==> config.mk <==
export PLATFORM = sky130hd
export DESIGN_NAME = video_fetch_controller_flat
export DESIGN_NICKNAME = d
export VERILOG_FILES = /design/src/rtl/video_fetch_controller_if.sv /design/src/rtl/video_fetch_controller.sv /design/src/flat_wrapper.sv
export SDC_FILE = /design/constraint.sdc
export NUM_CORES = 1
export LEC_CHECK = 0
export CAP_MARGIN = 5
export CORE_MARGIN = 5
export CORE_UTILIZATION = 54
export DETAILED_ROUTE_END_ITERATION = 6
export PLACE_DENSITY = 0.77
export RECOVER_POWER = 25
export SKIP_LAST_GASP = 1
export SLEW_MARGIN = 5
export SYNTH_ARGS = -nofsm -noshare
export SYNTH_HDL_FRONTEND = slang
export SYNTH_SLANG_ARGS = --single-unit
==> constraint.sdc <==
create_clock -name clk -period 4.3 [get_ports clk]
set_clock_uncertainty 0.15 [all_clocks]
set_input_delay 0.43 -clock clk [delete_from_list [all_inputs] [get_ports clk]]
set_output_delay 0.43 -clock clk [all_outputs]
set_load 0.01 [all_outputs]
==> src/rtl/video_fetch_controller_if.sv <==
// Video fetch bus bundle: the read-only video memory port plus the pixel
// stream towards the raster logic.
//   video_address : controller -> memory, registered byte read address
//   video_data    : memory -> controller, valid the cycle after its address
//   pixel_data    : controller -> consumer, FIFO head word (0 when empty)
//   pixel_valid   : controller -> consumer, FIFO not empty
//   pixel_ready   : consumer -> controller, word accepted when valid & ready
interface video_fetch_controller_if #(
  parameter int ADDRESS_SIZE = 12
);
  logic [ADDRESS_SIZE-1:0] video_address;
  logic [31:0]             video_data;
  logic [31:0]             pixel_data;
  logic                    pixel_valid;
  logic                    pixel_ready;

  modport master (
    output video_address,
    input  video_data,
    output pixel_data,
    output pixel_valid,
    input  pixel_ready
  );

  modport slave (
    input  video_address,
    output video_data,
    input  pixel_data,
    input  pixel_valid,
    output pixel_ready
  );
endinterface

==> src/rtl/video_fetch_controller.sv <==
// Video fetch controller: on each line_start, reads words_per_line 32-bit
// words from video memory at the running frame pointer into a small FIFO and
// streams them out over a valid/ready handshake.
//   clk, rst        : clock (also the memory video_clk), sync active-high reset
//   enable          : low = idle, FIFO flushed, fetch/frame/line requests ignored
//   frame_start     : reload pointer from base_address, abort line, clear flags
//   line_start      : begin fetching words_per_line words
//   base_address    : frame base byte address (low two bits ignored)
//   words_per_line  : line length in words, sampled on line_start
//   busy            : fetching, or a read is still in flight
//   underrun        : sticky, consumer ready while FIFO empty during a fetch
//   line_overrun    : sticky, line_start arrived while still fetching
//   vif (master)    : video memory read port and pixel stream
//
// state | meaning
// IDLE  | no words left to issue for the current line
// FETCH | issuing reads, remaining holds words not yet issued
module video_fetch_controller #(
  parameter int ADDRESS_SIZE     = 12,
  parameter int FIFO_DEPTH       = 4,
  parameter int LINE_WORDS_WIDTH = 8
) (
  input  logic                        clk,
  input  logic                        rst,
  input  logic                        enable,
  input  logic                        frame_start,
  input  logic                        line_start,
  input  logic [ADDRESS_SIZE-1:0]     base_address,
  input  logic [LINE_WORDS_WIDTH-1:0] words_per_line,
  output logic                        busy,
  output logic                        underrun,
  output logic                        line_overrun,
  video_fetch_controller_if.master    vif
);
  localparam int PW = $clog2(FIFO_DEPTH);
  localparam int CW = PW + 1;
  localparam int SW = CW + 1;

  typedef enum logic {IDLE = 1'b0, FETCH = 1'b1} state_t;

  state_t                      state, state_n;
  logic [LINE_WORDS_WIDTH-1:0] remaining, remaining_n;
  logic [ADDRESS_SIZE-1:0]     pointer, pointer_base;
  logic                        issue_q, capture_q;
  logic [31:0]                 fifo_mem [FIFO_DEPTH];
  logic [PW-1:0]               wr_ptr, rd_ptr;
  logic [CW-1:0]               count, count_n;
  logic [SW-1:0]               pending_n;
  logic                        flush, push, pop, restart, issue_n, capture_n;

  assign vif.pixel_valid = (count != '0);
  assign vif.pixel_data  = vif.pixel_valid ? fifo_mem[rd_ptr] : '0;

  // issue_q marks a cycle whose video_address is a live read; capture_q marks
  // the following cycle, when that read's data is on video_data. The issue
  // decision for the next cycle is made here so the address can be registered.
  always_comb begin
    flush        = !enable || frame_start;
    restart      = enable && frame_start;
    push         = capture_q;
    pop          = vif.pixel_valid && vif.pixel_ready;
    pointer_base = restart ? (base_address & ~ADDRESS_SIZE'(3)) : pointer;

    state_n     = state;
    remaining_n = remaining;
    if (!enable) begin
      state_n = IDLE;
    end else begin
      if (frame_start) begin
        state_n = IDLE;
      end else if (state == FETCH && issue_q) begin
        remaining_n = remaining - LINE_WORDS_WIDTH'(1);
        if (remaining == LINE_WORDS_WIDTH'(1)) state_n = IDLE;
      end
      // frame_start aborts the old line, so a coincident line_start is accepted
      if (line_start && words_per_line != '0 && (state == IDLE || frame_start)) begin
        state_n     = FETCH;
        remaining_n = words_per_line;
      end
    end

    count_n   = flush ? '0 : count + CW'(push) - CW'(pop);
    capture_n = flush ? 1'b0 : issue_q;
    // occupancy plus outstanding read as seen in the cycle being decided
    pending_n = SW'(count_n) + SW'(capture_n);
    issue_n   = enable && (state_n == FETCH) && (pending_n < SW'(FIFO_DEPTH));
  end

  always_ff @(posedge clk) begin
    if (rst) begin
      state             <= IDLE;
      remaining         <= '0;
      pointer           <= '0;
      vif.video_address <= '0;
      issue_q           <= 1'b0;
      capture_q         <= 1'b0;
      wr_ptr            <= '0;
      rd_ptr            <= '0;
      count             <= '0;
      busy              <= 1'b0;
      underrun          <= 1'b0;
      line_overrun      <= 1'b0;
    end else begin
      state     <= state_n;
      remaining <= remaining_n;
      issue_q   <= issue_n;
      capture_q <= capture_n;
      count     <= count_n;
      busy      <= (state_n == FETCH) || capture_n;

      if (issue_n) begin
        vif.video_address <= pointer_base;
        pointer           <= pointer_base + ADDRESS_SIZE'(4);
      end else begin
        pointer <= pointer_base;
      end

      if (flush) begin
        wr_ptr <= '0;
        rd_ptr <= '0;
      end else begin
        if (push) wr_ptr <= wr_ptr + PW'(1);
        if (pop)  rd_ptr <= rd_ptr + PW'(1);
      end

      if (enable) begin
        if (frame_start) begin
          underrun     <= 1'b0;
          line_overrun <= 1'b0;
        end else begin
          if (vif.pixel_ready && !vif.pixel_valid && busy) underrun <= 1'b1;
          if (line_start && state == FETCH) line_overrun <= 1'b1;
        end
      end
    end
  end

  always_ff @(posedge clk) begin
    if (!rst && !flush && push) fifo_mem[wr_ptr] <= vif.video_data;
  end
endmodule
==> src/flat_wrapper.sv <==
// flat-port wrapper written by rule: the top's interface ports become plain ports
module video_fetch_controller_flat 
#(
  parameter int ADDRESS_SIZE     = 12,
  parameter int FIFO_DEPTH       = 4,
  parameter int LINE_WORDS_WIDTH = 8
)
  (clk, rst, enable, frame_start, line_start, base_address, words_per_line, busy, underrun, line_overrun, vif_video_address, vif_video_data, vif_pixel_data, vif_pixel_valid, vif_pixel_ready);
  video_fetch_controller_if #(.ADDRESS_SIZE(ADDRESS_SIZE)) vif_i ();
  input  logic clk;
  input  logic rst;
  input  logic enable;
  input  logic frame_start;
  input  logic line_start;
  input  logic [ADDRESS_SIZE-1:0] base_address;
  input  logic [LINE_WORDS_WIDTH-1:0] words_per_line;
  output logic busy;
  output logic underrun;
  output logic line_overrun;
  output wire logic [$bits(vif_i.video_address)-1:0] vif_video_address;
  input wire logic [$bits(vif_i.video_data)-1:0] vif_video_data;
  output wire logic [$bits(vif_i.pixel_data)-1:0] vif_pixel_data;
  output wire logic [$bits(vif_i.pixel_valid)-1:0] vif_pixel_valid;
  input wire logic [$bits(vif_i.pixel_ready)-1:0] vif_pixel_ready;
  assign vif_video_address = vif_i.video_address;
  assign vif_i.video_data = vif_video_data;
  assign vif_pixel_data = vif_i.pixel_data;
  assign vif_pixel_valid = vif_i.pixel_valid;
  assign vif_i.pixel_ready = vif_pixel_ready;
  video_fetch_controller #(.ADDRESS_SIZE(ADDRESS_SIZE), .FIFO_DEPTH(FIFO_DEPTH), .LINE_WORDS_WIDTH(LINE_WORDS_WIDTH)) u_core (.clk(clk), .rst(rst), .enable(enable), .frame_start(frame_start), .line_start(line_start), .base_address(base_address), .words_per_line(words_per_line), .busy(busy), .underrun(underrun), .line_overrun(line_overrun), .vif(vif_i));
endmodule
### Word level (Yosys, flattened, before mapping)

Memory sizes are Yosys's and may differ from the RTL's. A register that Yosys moved wholly into a read port is not among the register bits.
Index checks and enable logic that the tools add are counted.

| cells by class | value |
|---|---|
| bitwise operators | 1 |
| add/sub/neg operators | 7 |
| reduce and logical (&&, ||, !) cells | 28 |
| $lt $le $gt $ge | 1 |
| mux-type cells | 21 |
| equal/unequal tests | 2 |

Operator list:

| kind | number |
|---|---|
| $mux 32 | 1 |
| $mux 12 | 2 |
| $mux 8 | 3 |
| $add 12x3->12 const B | 1 |
| $logic_and 1x1->1 | 12 |
| $mux 1 | 12 |
| $eq 8x1->1 const B | 1 |
| $reduce_bool 8->1 | 1 |
| $sub 8x1->8 const B | 1 |
| $reduce_bool 2->1 | 3 |
| $add 2x1->2 const B | 2 |
| $add 3x1->4 | 1 |
| $logic_not 1->1 | 4 |
| $lt 4x3->1 const B | 1 |
| $mux 2 | 2 |
| $reduce_and 2->1 | 2 |
| $add 3x1->3 | 1 |
| $logic_or 1x1->1 | 3 |
| $mux 3 | 1 |
| $reduce_and 3->1 | 1 |
| $reduce_bool 3->1 | 1 |
| $sub 3x1->3 | 1 |
| $ne 2x1->1 const B | 1 |
| $reduce_or 2->1 | 1 |
| $not 1->1 | 1 |

| storage, ports and cells | value |
|---|---|
| flip-flop bits (word level) | 45 |
| bits of input ports | 58 |
| memory bits (writable) | 128 |
| memories | 1 |

Memory list:

| memory | words | bits a word | read ports | clocked after Yosys merged registers in | wr ports | line | source |
|---|---|---|---|---|---|---|---|
| u_core.fifo_mem | 4 | 32 | 1 | 1 | 1 | video_fetch_controller.sv:45 | `logic [31:0] fifo_mem [FIFO_DEPTH];` |

### Depth between registers and ports, before layout

| depth | value |
|---|---|
| word-level depth | 9 |
| depth in mapped cells | 13 |
| mapped depth without buffers | 12 |

### Least setup slack after synthesis

Ideal clock, no wire load.

| timing path | value |
|---|---|
| kind | reg-to-reg |
| start point | register u_core.count[1] |
| end point | register u_core.pointer[5] |
| path buffers | 0 |
| arrival | 2834 ps |
| cell stages (with the launch flop) | 13 |
| slack | 1195 ps |
| period minus slack after synthesis | 3105 ps |
| path through | dfxtp_1 > nor3_1 > inv_1 > and2_1 > ha_1 > inv_1 > ha_1 > fa_1 > xor3_2 > a21oi_1 > a221oi_2 > nor2b_4 > mux2_4 |

| between the ends | value |
|---|---|
| cells in the longest elaborated chain, start to end | 8 |
| elaborated cells on any way between the ends | 9 |
| classes of those cells | 3 x add/sub; 1 x order compare; 2 x mux; 3 x reduce/logical |

Ends and longest elaborated chain:

| item | line | source |
|---|---|---|
| from (decl) | video_fetch_controller.sv:47 | `logic [CW-1:0] count, count_n;` |
| from (signal assigned) | video_fetch_controller.sv:108 | `count <= count_n;` |
| $reduce_bool 3->1 | video_fetch_controller.sv:51 | `assign vif.pixel_valid = (count != '0);` |
| $logic_and 1x1->1 | video_fetch_controller.sv:61 | `pop = vif.pixel_valid && vif.pixel_ready;` |
| named net u_core.pop | video_fetch_controller.sv:49 | `logic flush, push, pop, restart, issue_n, capture_n;` |
| $sub 3x1->3 | video_fetch_controller.sv:82 | `count_n = flush ? '0 : count + CW'(push) - CW'(pop);` |
| $mux 3 | video_fetch_controller.sv:82 |  |
| $add 3x1->4 | video_fetch_controller.sv:85 | `pending_n = SW'(count_n) + SW'(capture_n);` |
| $lt 4x3->1 | video_fetch_controller.sv:86 | `issue_n = enable && (state_n == FETCH) && (pending_n < SW'(FIFO_DEPTH));` |
| $logic_and 1x1->1 | video_fetch_controller.sv:86 |  |
| $mux 12 | video_fetch_controller.sv:111 | `if (issue_n) begin` |
| to (signal assigned) | video_fetch_controller.sv:113 | `pointer <= pointer_base + ADDRESS_SIZE'(4);` |
| to (signal assigned) | video_fetch_controller.sv:115 | `pointer <= pointer_base;` |
| to (decl) | video_fetch_controller.sv:43 | `logic [ADDRESS_SIZE-1:0] pointer, pointer_base;` |

The timed path passes the listed nets, and every way through them passes these cells.
A chain may end at the register's enable or synchronous reset.

### Final worst setup path

| timing path | value |
|---|---|
| start point | register u_core.count[1] |
| end point | register u_core.vif.video_address[9] |

| between the ends | value |
|---|---|
| cells in the longest elaborated chain, start to end | 7 |
| elaborated cells on any way between the ends | 8 |
| classes of those cells | 3 x add/sub; 1 x order compare; 1 x mux; 3 x reduce/logical |

Ends and longest elaborated chain:

| item | line | source |
|---|---|---|
| $reduce_bool 3->1 | video_fetch_controller.sv:51 |  |
| $logic_and 1x1->1 | video_fetch_controller.sv:61 |  |
| named net u_core.pop | video_fetch_controller.sv:49 |  |
| $sub 3x1->3 | video_fetch_controller.sv:82 |  |
| $mux 3 | video_fetch_controller.sv:82 |  |
| $add 3x1->4 | video_fetch_controller.sv:85 |  |
| $lt 4x3->1 | video_fetch_controller.sv:86 |  |
| $logic_and 1x1->1 | video_fetch_controller.sv:86 |  |
| to (signal assigned) | video_fetch_controller.sv:112 | `vif.video_address <= pointer_base;` |
| to (decl) | video_fetch_controller_if.sv:18 | `output video_address,` |

The timed path passes the listed nets, and every way through them passes these cells.

==> results.toml <==
[synth]
avgSynthCellArea_um2 = 16.0
synth_top_cell_by_area = "edfxtp_1"
synth_edf_count = 128
synth_flop_cell = "edfxtp_1"
synth_cells = 447
yosysWarnings = 0
synth_top_area_share = 0.536
postSynth.asyncResetShare = 0
syn_nets = 515
yosysSeqAreaShare = 0.668
synth_seq_cells = 175
netlist_top_cells_area = "edfxtp_1, dfxtp_1, mux4_2, and2_1, mux2i_1"
synth_area_um2 = 7170
ys_types = 63

[pwr]
powerDensity_nw_per_um2 = 390
peakVddDrop_mv = 0.179
leakagePower_nw = 3.02

[critical_path]
worst-path-max-fanout = 13
critPathArrivalTime_ns = 3.68
critical_path_class = "register to register"
critPathLaunchType = "register"
required_ns = 4.49
crit_path_end_kind = "register"
worstPathCellList = "nor3_1 > inv_1 > and2_1 > ha_1 > inv_1 > ha_1 > fa_1 > xor3_2 > a21oi_1 > a21oi_2 > buf_4 > nor2_1 > a211oi_2"
cpPeakStageDelay_ns = 0.58
slowest_stage = "a21oi_2"

[clock_network]
clk_pin_slew_ns = 0.06
clock-sinks = 175
cts_buffer_depth = 2
worstSkewPairLatency_ns = 0.42
cts_buffers = 17
cts_max_level = 4
cts_tree = "yes"
post_cts_buffers = 0
cts_hold_buffers = 0
cts_root_buf = "clkbuf_16"
cts_resized = 0

[placement]
io_buffers = 103
dp_hpwl_mm = 9.26
gp_congestion = 0.808
place_area_um2 = 8460

[floorplanning]
die_y_um = 125
initial_utilization = 0.546
die_w_um = 125
num_rows = 42
die_area_um2 = 15700
pin_count = 106
fp.coreArea_um2 = 13100

[outcome]
outcome = "finished clean"

[routing]
dr.pass1.iters = 4
ant_nets = 0
drc = 0
wl_per_cell_um = 18.6
drt_iter0_drc = 254
vias_per_cell = 5.64
wl_mm = 13.9
via_count = 4228

[timing]
fin_crit_sh = 0.813
setup_viol = 0
period_needed_ns = 3.50
final_hold_viol_count = 0
totalNegativeSetupSlack_ns = 0
timing.hold.ws_ns = 0.309
worst_pin_slew_ns = 0.752
slew_viol_final = 0
maxSlewHeadroom = 0.498
grt_setup_unrepaired = "no"
fmax_mhz = 286

[layout]
fin_util = 0.688
layout_commonest_cell = "edfxtp_1"
nFillCells = 924
num_antenna_cells = 0
layout_common_cells = "edfxtp_1, clkdlybuf4s50_1, dfxtp_1"
nets = 630
stdcell_area_um2 = 9030
seqCellArea_um2 = 4790
drive_gt1_frac = 0.171
area_growth_pct = 26.1
multi_input_area_um2 = 2220

[grt]
grt_pass1_wl_mm = 22.5
grt_antenna_before_repair = 0
grt_usage = 0.183
grt-ovfl-total = 0
grt_pass1_vias = 4445
grt_max_degree = 34

[job]
cap_viol_max_count = 0

[min_path]
hold_class = "register to register"
## synthesized netlist by cell type (all sizes together), types with 5 or more instances
cell and n:
o21ai 6, clkbuf 12, nand2 5, mux4 32
nand3 8, edfxtp 128, o2bb2ai 7, inv 14
a21oi 16, and2 40, ha 9, nor3 8
mux2i 12, nor2 26, dfxtp 47, a21o 6
buf 8
## power by group
part           leakage (nW)  switching, mW  internal (mW)
Combinational          1.21         0.0934         0.0977
Sequential             1.53         0.0144           1.83
Clock                 0.274          0.589          0.898
## layer usage
layer	part of all wire	vias to the layer above	global-route usage
met2	0.51	147	0.313
met3	0.061	12	0.0529
li1	-	1961	-
met1	0.42	2108	0.230
met5	0	-	0
met4	0.0086	0	0.0529
## path summary, 6_finish.rpt
check                    startpoint                           to  slack [ns]  cells past startpoint
setup / recovery    u_core.count[1]  u_core.vif.video_address[9]        0.80                     13
setup reg to reg    u_core.count[1]  u_core.vif.video_address[9]        0.80                     13
hold reg to reg   u_core.pointer[0]            u_core.pointer[0]        0.31                      1
hold / removal    u_core.pointer[0]            u_core.pointer[0]        0.31                      1
## critical path, delay by kind of cell, from the launching register on
| family | cells | cell delay, ns |
|---|---|---|
| adders and majority gates | 3 | 0.85 |
| AOI/OAI and AO/OA | 3 | 0.88 |
| DFF | 1 | 0.33 |
| xor gates and xnor gates | 1 | 0.24 |
| buffers and inverters | 3 | 0.41 |
| and+or+nand+nor | 3 | 0.55 |
## registers in the layout, summed over array words and instances (netlist names), named ones only
| name | flops |
|---|---|
| u_core.fifo_mem | 128 |
| u_core.pointer | 12 |
| u_core.vif.video_address | 12 |
| u_core.remaining | 8 |
| u_core.count | 3 |
| u_core.rd_ptr | 2 |
| u_core.wr_ptr | 2 |
| u_core.busy | 1 |
| u_core.capture_q | 1 |
| u_core.issue_q | 1 |
| u_core.line_overrun | 1 |
| u_core.state | 1 |
| u_core.underrun | 1 |
## metrics by stage
| step | worst slack (ns) | total power, mW | cells |
|---|---|---|---|
| floorplan | 1.19 | 1.97 | 447 |
| global placement | 0.760 | 2.06 | 719 |
| detailed placement | 0.617 | 2.07 | 719 |
| CTS | 0.782 | 3.55 | 749 |
| global route | 0.569 | 3.64 | 749 |
| finish | 0.805 | 3.52 | 749 |
## logic make-up (layout without fill, tap and decap cells)
| logic type | count (synthesis) | after routing | synth area share |
|---|---|---|---|
| AOI/OAI and AO/OA | 62 | 62 | 0.0684 |
| xor gates and xnor gates | 5 | 5 | 0.00838 |
| adders and majority gates | 10 | 10 | 0.0185 |
| buffers and inverters | 34 | 160 | 0.0227 |
| DFF | 175 | 175 | 0.668 |
| muxes | 48 | 48 | 0.124 |
| and+or+nand+nor | 113 | 113 | 0.0903 |
## cell type report
cell class                 instances  area share
clock buffer                      17      0.0471
clock inverter                    13      0.0163
inverter                          14     0.00582
multi-input combinational        238       0.246
sequential                       175       0.530
tap                              176      0.0244
timing repair buffer             116       0.130
Note: power is estimated with default switching activity, not from simulation.
